`src/rtl/uart_tx_arbiter.sv`:
```
// uart_tx_arbiter: merges NUM_CH byte FIFOs onto one UART data input.
// Loads change only on tx_ready pulses; a watchdog catches a stalled UART.
module uart_tx_arbiter #(
   parameter int                NUM_CH     = 2,
   parameter int                DATA_W     = 8,
   parameter int                FIFO_DEPTH = 4,
   parameter logic [DATA_W-1:0] IDLE_BYTE  = '0,
   parameter int                TIMEOUT    = 4096
) (
   input  logic                       clock,
   input  logic                       reset,
   input  logic                       rr_mode,
   input  logic [$clog2(NUM_CH)-1:0]  ch_sel,
   input  logic [NUM_CH-1:0]          push_valid,
   input  logic [NUM_CH*DATA_W-1:0]   push_data,
   input  logic [NUM_CH-1:0]          flush,
   output logic [NUM_CH-1:0]          push_ready,
   input  logic                       tx_ready,
   output logic [DATA_W-1:0]          tx_bits,
   output logic                       busy,
   output logic [$clog2(NUM_CH)-1:0]  cur_ch,
   output logic                       timeout_err,
   output logic [15:0]                sent_count
);

   localparam int CH_W  = $clog2(NUM_CH);
   localparam int PTR_W = $clog2(FIFO_DEPTH);
   localparam int CNT_W = PTR_W + 1;
   localparam int WD_W  = $clog2(TIMEOUT) + 1;

   localparam logic [CNT_W-1:0] CNT_FULL = CNT_W'(FIFO_DEPTH);
   localparam logic [WD_W-1:0]  WD_MAX   = WD_W'(TIMEOUT - 1);
   localparam logic [CH_W:0]    CH_NUM   = (CH_W + 1)'(NUM_CH);
   localparam logic [CH_W-1:0]  CH_LAST  = CH_W'(NUM_CH - 1);

   typedef enum logic {
      S_IDLE,
      S_SEND
   } state_t;

   state_t r_state;
   state_t w_state_nxt;

   logic [DATA_W-1:0] r_mem  [NUM_CH][FIFO_DEPTH];
   logic [PTR_W-1:0]  r_wptr [NUM_CH];
   logic [PTR_W-1:0]  r_rptr [NUM_CH];
   logic [CNT_W-1:0]  r_cnt  [NUM_CH];
   logic [DATA_W-1:0] w_head [NUM_CH];

   logic [NUM_CH-1:0] w_full;
   logic [NUM_CH-1:0] w_push;
   logic [NUM_CH-1:0] w_pop;
   logic [NUM_CH-1:0] w_avail;

   logic [CH_W-1:0]   r_rr_ptr;
   logic [CH_W-1:0]   w_sel;
   logic [CH_W-1:0]   w_sel_nxt;
   logic              w_found;

   logic              w_load;
   logic              w_to_idle;
   logic              w_done;
   logic              w_timeout;

   logic [WD_W-1:0]   r_wd;
   logic [DATA_W-1:0] r_tx_bits;
   logic [CH_W-1:0]   r_cur_ch;
   logic              r_timeout_err;
   logic [15:0]       r_sent_count;

   genvar gi;
   generate
      for (gi = 0; gi < NUM_CH; gi++) begin : g_fifo
         // A flushed channel gives up its contents this cycle, so it
         // is neither written nor offered to the arbiter.
         assign w_full[gi]     = (r_cnt[gi] == CNT_FULL);
         assign w_push[gi]     = push_valid[gi] && !w_full[gi]
                                 && !flush[gi];
         assign w_avail[gi]    = (r_cnt[gi] != '0) && !flush[gi];
         assign w_pop[gi]      = w_load && (w_sel == CH_W'(gi));
         assign push_ready[gi] = !w_full[gi];
         assign w_head[gi]     = r_mem[gi][r_rptr[gi]];

         // Storage array: written on an accepted push, never reset.
         always_ff @(posedge clock) begin
            if (w_push[gi]) begin
               r_mem[gi][r_wptr[gi]] <= push_data[gi*DATA_W +: DATA_W];
            end
         end

         // Pointers and occupancy; flush clears like reset.
         always_ff @(posedge clock) begin
            if (reset || flush[gi]) begin
               r_wptr[gi] <= '0;
               r_rptr[gi] <= '0;
               r_cnt[gi]  <= '0;
            end else begin
               if (w_push[gi]) begin
                  r_wptr[gi] <= r_wptr[gi] + PTR_W'(1);
               end
               if (w_pop[gi]) begin
                  r_rptr[gi] <= r_rptr[gi] + PTR_W'(1);
               end
               if (w_push[gi] && !w_pop[gi]) begin
                  r_cnt[gi] <= r_cnt[gi] + CNT_W'(1);
               end else if (w_pop[gi] && !w_push[gi]) begin
                  r_cnt[gi] <= r_cnt[gi] - CNT_W'(1);
               end
            end
         end
      end
   endgenerate

   // Pick the channel to serve at the next load decision.
   always_comb begin : p_elig
      logic [CH_W:0] w_idx;
      w_found = 1'b0;
      w_sel   = '0;
      w_idx   = '0;
      if (!rr_mode) begin
         if (int'(ch_sel) < NUM_CH) begin
            if (w_avail[ch_sel]) begin
               w_found = 1'b1;
               w_sel   = ch_sel;
            end
         end
      end else begin
         for (int k = 0; k < NUM_CH; k++) begin
            w_idx = {1'b0, r_rr_ptr} + (CH_W + 1)'(k);
            if (w_idx >= CH_NUM) begin
               w_idx = w_idx - CH_NUM;
            end
            if (!w_found && w_avail[w_idx[CH_W-1:0]]) begin
               w_found = 1'b1;
               w_sel   = w_idx[CH_W-1:0];
            end
         end
      end
      w_sel_nxt = (w_sel == CH_LAST) ? '0 : w_sel + CH_W'(1);
   end

   // Next state and load/idle/timeout decisions.
   always_comb begin
      w_state_nxt = r_state;
      w_load      = 1'b0;
      w_to_idle   = 1'b0;
      w_done      = 1'b0;
      w_timeout   = 1'b0;
      unique case (r_state)
         S_IDLE: begin
            if (tx_ready && w_found) begin
               w_load      = 1'b1;
               w_state_nxt = S_SEND;
            end
         end
         S_SEND: begin
            if (tx_ready) begin
               w_done = 1'b1;
               if (w_found) begin
                  w_load = 1'b1;
               end else begin
                  w_to_idle   = 1'b1;
                  w_state_nxt = S_IDLE;
               end
            end else if (r_wd == WD_MAX) begin
               w_timeout   = 1'b1;
               w_to_idle   = 1'b1;
               w_state_nxt = S_IDLE;
            end
         end
         default: begin
            w_state_nxt = S_IDLE;
         end
      endcase
   end

   // State register.
   always_ff @(posedge clock) begin
      if (reset) begin
         r_state <= S_IDLE;
      end else begin
         r_state <= w_state_nxt;
      end
   end

   // Output byte, channel tag and round-robin pointer.
   always_ff @(posedge clock) begin
      if (reset) begin
         r_tx_bits <= IDLE_BYTE;
         r_cur_ch  <= '0;
         r_rr_ptr  <= '0;
      end else if (w_load) begin
         r_tx_bits <= w_head[w_sel];
         r_cur_ch  <= w_sel;
         if (rr_mode) begin
            r_rr_ptr <= w_sel_nxt;
         end
      end else if (w_to_idle) begin
         r_tx_bits <= IDLE_BYTE;
      end
   end

   // Watchdog restarts on every tx_ready and whenever not sending.
   always_ff @(posedge clock) begin
      if (reset || tx_ready || r_state != S_SEND) begin
         r_wd <= '0;
      end else begin
         r_wd <= r_wd + WD_W'(1);
      end
   end

   // Sticky timeout flag and saturating completed-byte counter.
   always_ff @(posedge clock) begin
      if (reset) begin
         r_timeout_err <= 1'b0;
         r_sent_count  <= '0;
      end else begin
         if (w_timeout) begin
            r_timeout_err <= 1'b1;
         end
         if (w_done && r_sent_count != 16'hFFFF) begin
            r_sent_count <= r_sent_count + 16'd1;
         end
      end
   end

   assign tx_bits     = r_tx_bits;
   assign busy        = (r_state == S_SEND);
   assign cur_ch      = r_cur_ch;
   assign timeout_err = r_timeout_err;
   assign sent_count  = r_sent_count;

endmodule

```
`config.mk`:
```
export PLATFORM = sky130hd
export DESIGN_NAME = uart_tx_arbiter
export DESIGN_NICKNAME = d
export VERILOG_FILES = /design/src/rtl/uart_tx_arbiter.sv
export SDC_FILE = /design/constraint.sdc
export NUM_CORES = 1
export LEC_CHECK = 0
export ABC_AREA = 1
export BUFFER_PORTS_ARGS = -buffer_cell sky130_fd_sc_hd__buf_2
export CORE_ASPECT_RATIO = 0.7
export CORE_MARGIN = 3
export CORE_UTILIZATION = 33
export CTS_BUF_LIST = sky130_fd_sc_hd__clkbuf_8
export CTS_CLUSTER_SIZE = 30
export DETAILED_ROUTE_END_ITERATION = 6
export SLEW_MARGIN = 15
export SYNTH_ARGS = -nofsm -noshare
export SYNTH_HDL_FRONTEND = slang
export SYNTH_SLANG_ARGS = --single-unit
```
`constraint.sdc`:
```
create_clock -name clock -period 1.9 [get_ports clock]
set_input_delay 0.19 -clock clock [delete_from_list [all_inputs] [get_ports clock]]
set_output_delay 0.19 -clock clock [all_outputs]
set_load 0.01 [all_outputs]
```
After elaboration in Yosys (flattened, before gate mapping)
Memories as Yosys holds them, arrays and structs flattened.
Index checks and enable logic that the tools add are counted.

operators by class
  $lt $le $gt $ge = 12
  $add $sub $neg = 14
  reduce and logical (&&, ||, !) cells = 34
  bitwise gates (word level) = 15
  multiplexer cells = 90
  eq/ne operators = 4

operator list
  operator               number
  $mux 8                 11
  $mux 32                2
  $mux 1                 63
  $bmux 8 s2             2
  $demux 8 s2            2
  $logic_and 1x1->1      17
  $add 16x1->16 const B  1
  $ne 16x16->1 const B   1
  $add 13x1->13 const B  1
  $eq 13x12->1 const B   1
  $ge 3x3->1 const B     4
  $mux 3                 4
  $not 2->3              4
  $logic_not 1->1        9
  $add 2x1->2 const B    4
  $mux 2                 4
  $or 1x1->1             8
  $add 3x1->3 const B    2
  $eq 3x3->1 const B     2
  $lt 1x2->1 const B     3
  $lt 3x1->1 const B     2
  $reduce_bool 3->1      2
  $sub 3x1->3 const B    2
  $ge 2x2->1 const B     2
  other kinds (10)       16

storage, ports and cells
  flip-flop bits (word level) = 41
  output and inout bits = 29
  memories kept = 4
  RAM bits = 78

memory list
  memory  depth  width  read ports  clocked after memory_dff  wr ports  RTL line  text
  r_mem   2      32     2           0                         2         44        logic [DATA_W-1:0] r_mem [NUM_CH][FIFO_DEPTH];
  r_cnt   2      3      2           0                         2         47        logic [CNT_W-1:0] r_cnt [NUM_CH];
  r_rptr  2      2      2           0                         2         46        logic [PTR_W-1:0] r_rptr [NUM_CH];
  r_wptr  2      2      2           0                         2         45        logic [PTR_W-1:0] r_wptr [NUM_CH];

Longest topological paths before layout
  depth after elaboration = 22
  gate-level depth with buffers = 12
  mapped depth without buffers = 12

Worst setup path after synthesis
No wires, ideal clock.

  path type = reg-to-reg
  start = memory r_cnt[0][0] in the netlist's numbering
  end = memory r_cnt[1][2] in the netlist's numbering (data pin)
  path slack = -154 ps
  required time = 1,644 ps
  arrival time = 1,798 ps
  path buffers = 0
  stages on the path, launching flop included = 13
  setup time = 256 ps
  path through = edfxtp_1 -> inv_1 -> ha_1 -> nand2_1 -> nand2_1 -> nor2_1 -> nor2_2 -> nand4_1 -> fa_1 -> xor2_1 -> inv_1 -> nand2_1 -> a21oi_1

RTL lines
  what             RTL line
  start, declared  47

==> metrics.txt <==
status finished, violations left; failing checks setup timing; Clk network pwr share 40.3%; RSZ-0062 raised after global routing yes; Tot GR Track Use 14.9%; final worst slack -0.0954 ns; clk buf depth 2; Starting Density 34.6%; top_reg_cell synth edfxtp_1; fin crit share 105%; CP peak stage delay 0.42 ns; post-synth cell types 35; Final nets 760; final setup violation count 1; Required @ worst endpoint 2.09 ns; Setup TNS Final -0.0954 ns; Syn Nets 641; Fin Hold WS 0.0571 ns; initial DRC count 375; Crit Path Category reg2reg; number of port buffers 53; clk_lat worst skew 0.45 ns; Sw Share 26.4%; H-tree Lvls 4; Max IR drop VDD 0.552 mV; commonest non-fill, non-tap cell in the layout nand2_1; Max Clock Skew 0.0121 ns; clk root buf clkbuf_8; crit path cell chain inv_2, ha_4, nand2_2, nand2_1, nor2_1, nor2_2, nand4_1, fa_2, xor2_2, inv_1, nand2_1, a21oi_1; Detail Placement HPWL 9040 µm; Final Hold Fails 0; Cell Int Power 4.26 mW; largest net degree at the start of global routing 29; drt drc 0; Switch Pwr 1.53 mW; core area 15900 µm²; Sequential Power Share 49.5%; WP buf/inv 2; die width 160 µm; routed vias/inst 4.58; flip-flop and latch count after synthesis 119; Final ANT Viol Nets 0; layout cells sized above 1 22.6%; Startpoint Class flop; Post-Synthesis Cells 602; row cnt 38; post-synthesis sequential area ratio 57.5%; CP max FO 2; DR vias 4365; Slew HR 66.9%; antenna violations before repair 0; f_max 501 MHz; Period minus WS final 2.00 ns; Lkg Pwr 2.78 nW; Die Y 114 µm; Worst Setup End Kind flop; Worst-Margin Slew 0.493 ns; IO Pins 54; vias in the first global route 4348; FFs w/ async S/R, synth 0%; Worst Hold Class in2reg; CTS Buf Count 17; first-pass GRT wire length 21300 µm; routability cong. 0.806; PwrDens 840 nW/µm²; Routed WL 12800 µm; Hold Crit Start rr_mode; CP max-delay cell edfxtp_1; CTS tree built; Antenna diodes 0; Reg clk slew, reported paths 0.07 ns; Pre-antenna DRT Iters 4; Arrival @ worst endpoint 2.19 ns; max-cap viol count 0; EDFF count, synth 78; YS warnings 0; Clock Sinks 119; Area growth syn-to-layout 25.2%; total gr overflow 0; synthesized cell area 5500 µm²; crit-path leading delay family adder cells; critical path startpoint r_cnt[0][1]; worst r2r src r_cnt[0][1]; Synth Area per Inst 9.14 µm²; WL/cell 13.4 µm; cell mode on critical path nand2_1; fin. max-slew vios 0; commonest cells after routing, fill and taps aside nand2_1, edfxtp_1, nand3_1, buf_2, nor2_1; Comb pwr share 10.2%; DIE AREA 18300 µm²
-- metal layers --
layer,vias to the layer above,share of wire (%),global-route usage (%)
li1,2222,-,-
met1,2027,48,19.9
met2,103,45,22.7
met3,13,6.1,5.08
met4,0,1.3,5.20
met5,-,0,0
-- kinds of logic (layout without fill, tap and decap cells) --
family	count (synthesis)	in the layout	share of synthesized area, %
buffers and inverters	71	203	5.80
flip-flops	119	119	57.5
AND/OR/NAND/NOR	332	332	25.6
AO/OA/AOI/OAI	52	52	5.55
XOR/XNOR	14	14	2.23
adder cells (fa/ha/maj)	14	14	3.32
-- synth_stat cells (2+ instances only) --
| cell | instances | area share [%] |
|---|---|---|
| nand3_2 | 2 | 0.36 |
| buf_2 | 9 | 0.82 |
| a21oi_2 | 10 | 1.6 |
| dfxtp_1 | 41 | 15 |
| nand2_1 | 198 | 14 |
| a21oi_1 | 24 | 2.2 |
| xor2_1 | 9 | 1.4 |
| nor2_1 | 50 | 3.4 |
| nand3_1 | 62 | 5.6 |
| nor2_2 | 4 | 0.45 |
| nor3_2 | 3 | 0.55 |
| o21ai_1 | 2 | 0.18 |
| nor3_1 | 2 | 0.18 |
| ha_1 | 13 | 3.0 |
| inv_1 | 50 | 3.4 |
| clkbuf_8 | 2 | 0.50 |
| a31oi_1 | 2 | 0.23 |
| inv_2 | 2 | 0.14 |
| edfxtp_1 | 78 | 43 |
| o21ai_0 | 12 | 1.1 |
| nand4_1 | 5 | 0.57 |
| xnor2_1 | 5 | 0.80 |
| nand2_2 | 2 | 0.23 |
| clkinv_1 | 4 | 0.27 |
-- registers in the layout, indices dropped and copies added (netlist names) --
name and cells:
r_mem 64, sent_count 16, r_wd 13, tx_bits 8, r_cnt 6, r_rptr 4
r_wptr 4, busy 1, cur_ch 1, r_rr_ptr 1, timeout_err 1
-- worst reg2reg max path, cell delays in order, from the launching register on --
cell	delay, ns
edfxtp_1	0.42
inv_2	0.11
ha_4	0.14
nand2_2	0.06
nand2_1	0.06
nor2_1	0.05
nor2_2	0.09
nand4_1	0.14
fa_2	0.39
xor2_2	0.14
inv_1	0.05
nand2_1	0.06
a21oi_1	0.06
-- area by class of cell --
type / instances / area, µm²
inverters: 57 / 216
flip-flops and latches: 119 / 3160
fillers: 1565 / 9000
clock inverters: 15 / 164
well taps: 220 / 275
repair buffers: 114 / 763
multi-input cells: 412 / 2070
clock buffers: 17 / 234
-- metrics by stage --
stage          area (µm²)  setup slack, ns  utilization [%]  power (mW)  cells
2_1_floorplan        5500           -0.131                -        3.22    602
3_3_place_gp         6200          -0.0955             39.1        3.42    896
3_5_place_dp         6200           -0.150             39.1        3.44    896
4_1_cts              6820          -0.0873             43.0        5.82    950
5_1_grt              6880           -0.264             43.4        6.05    954
6_report             6880          -0.0954             43.4        5.78    954
-- path summary, 6_finish.rpt --
| path | to | slack (ns) | cells after the start |
|---|---|---|---|
| max reg2reg | r_cnt[1][2] | -0.1 | 12 |
| min | r_rr_ptr | 0.06 | 3 |
| min reg2reg | r_wd[0] | 0.45 | 1 |
| max | r_cnt[1][2] | -0.1 | 12 |
-- power groups by stage --
stage	sequential (mW)	combinational, mW	clock (mW)
after floorplan	2.92	0.296	0
final	2.86	0.592	2.33
after global routing	2.87	0.673	2.51
after CTS	2.86	0.570	2.39
after global placement	2.92	0.502	0
after detailed placement	2.92	0.518	0
-- what timing repair did --
item	in CTS	in global routing
setup endpoints to repair	2	21
hold buffers	16	0
gates resized for setup	5	10
hold endpoints to repair	64	0
pin swaps	1	2
setup buffers	6	4
Note: power is estimated with default switching activity, not from simulation.
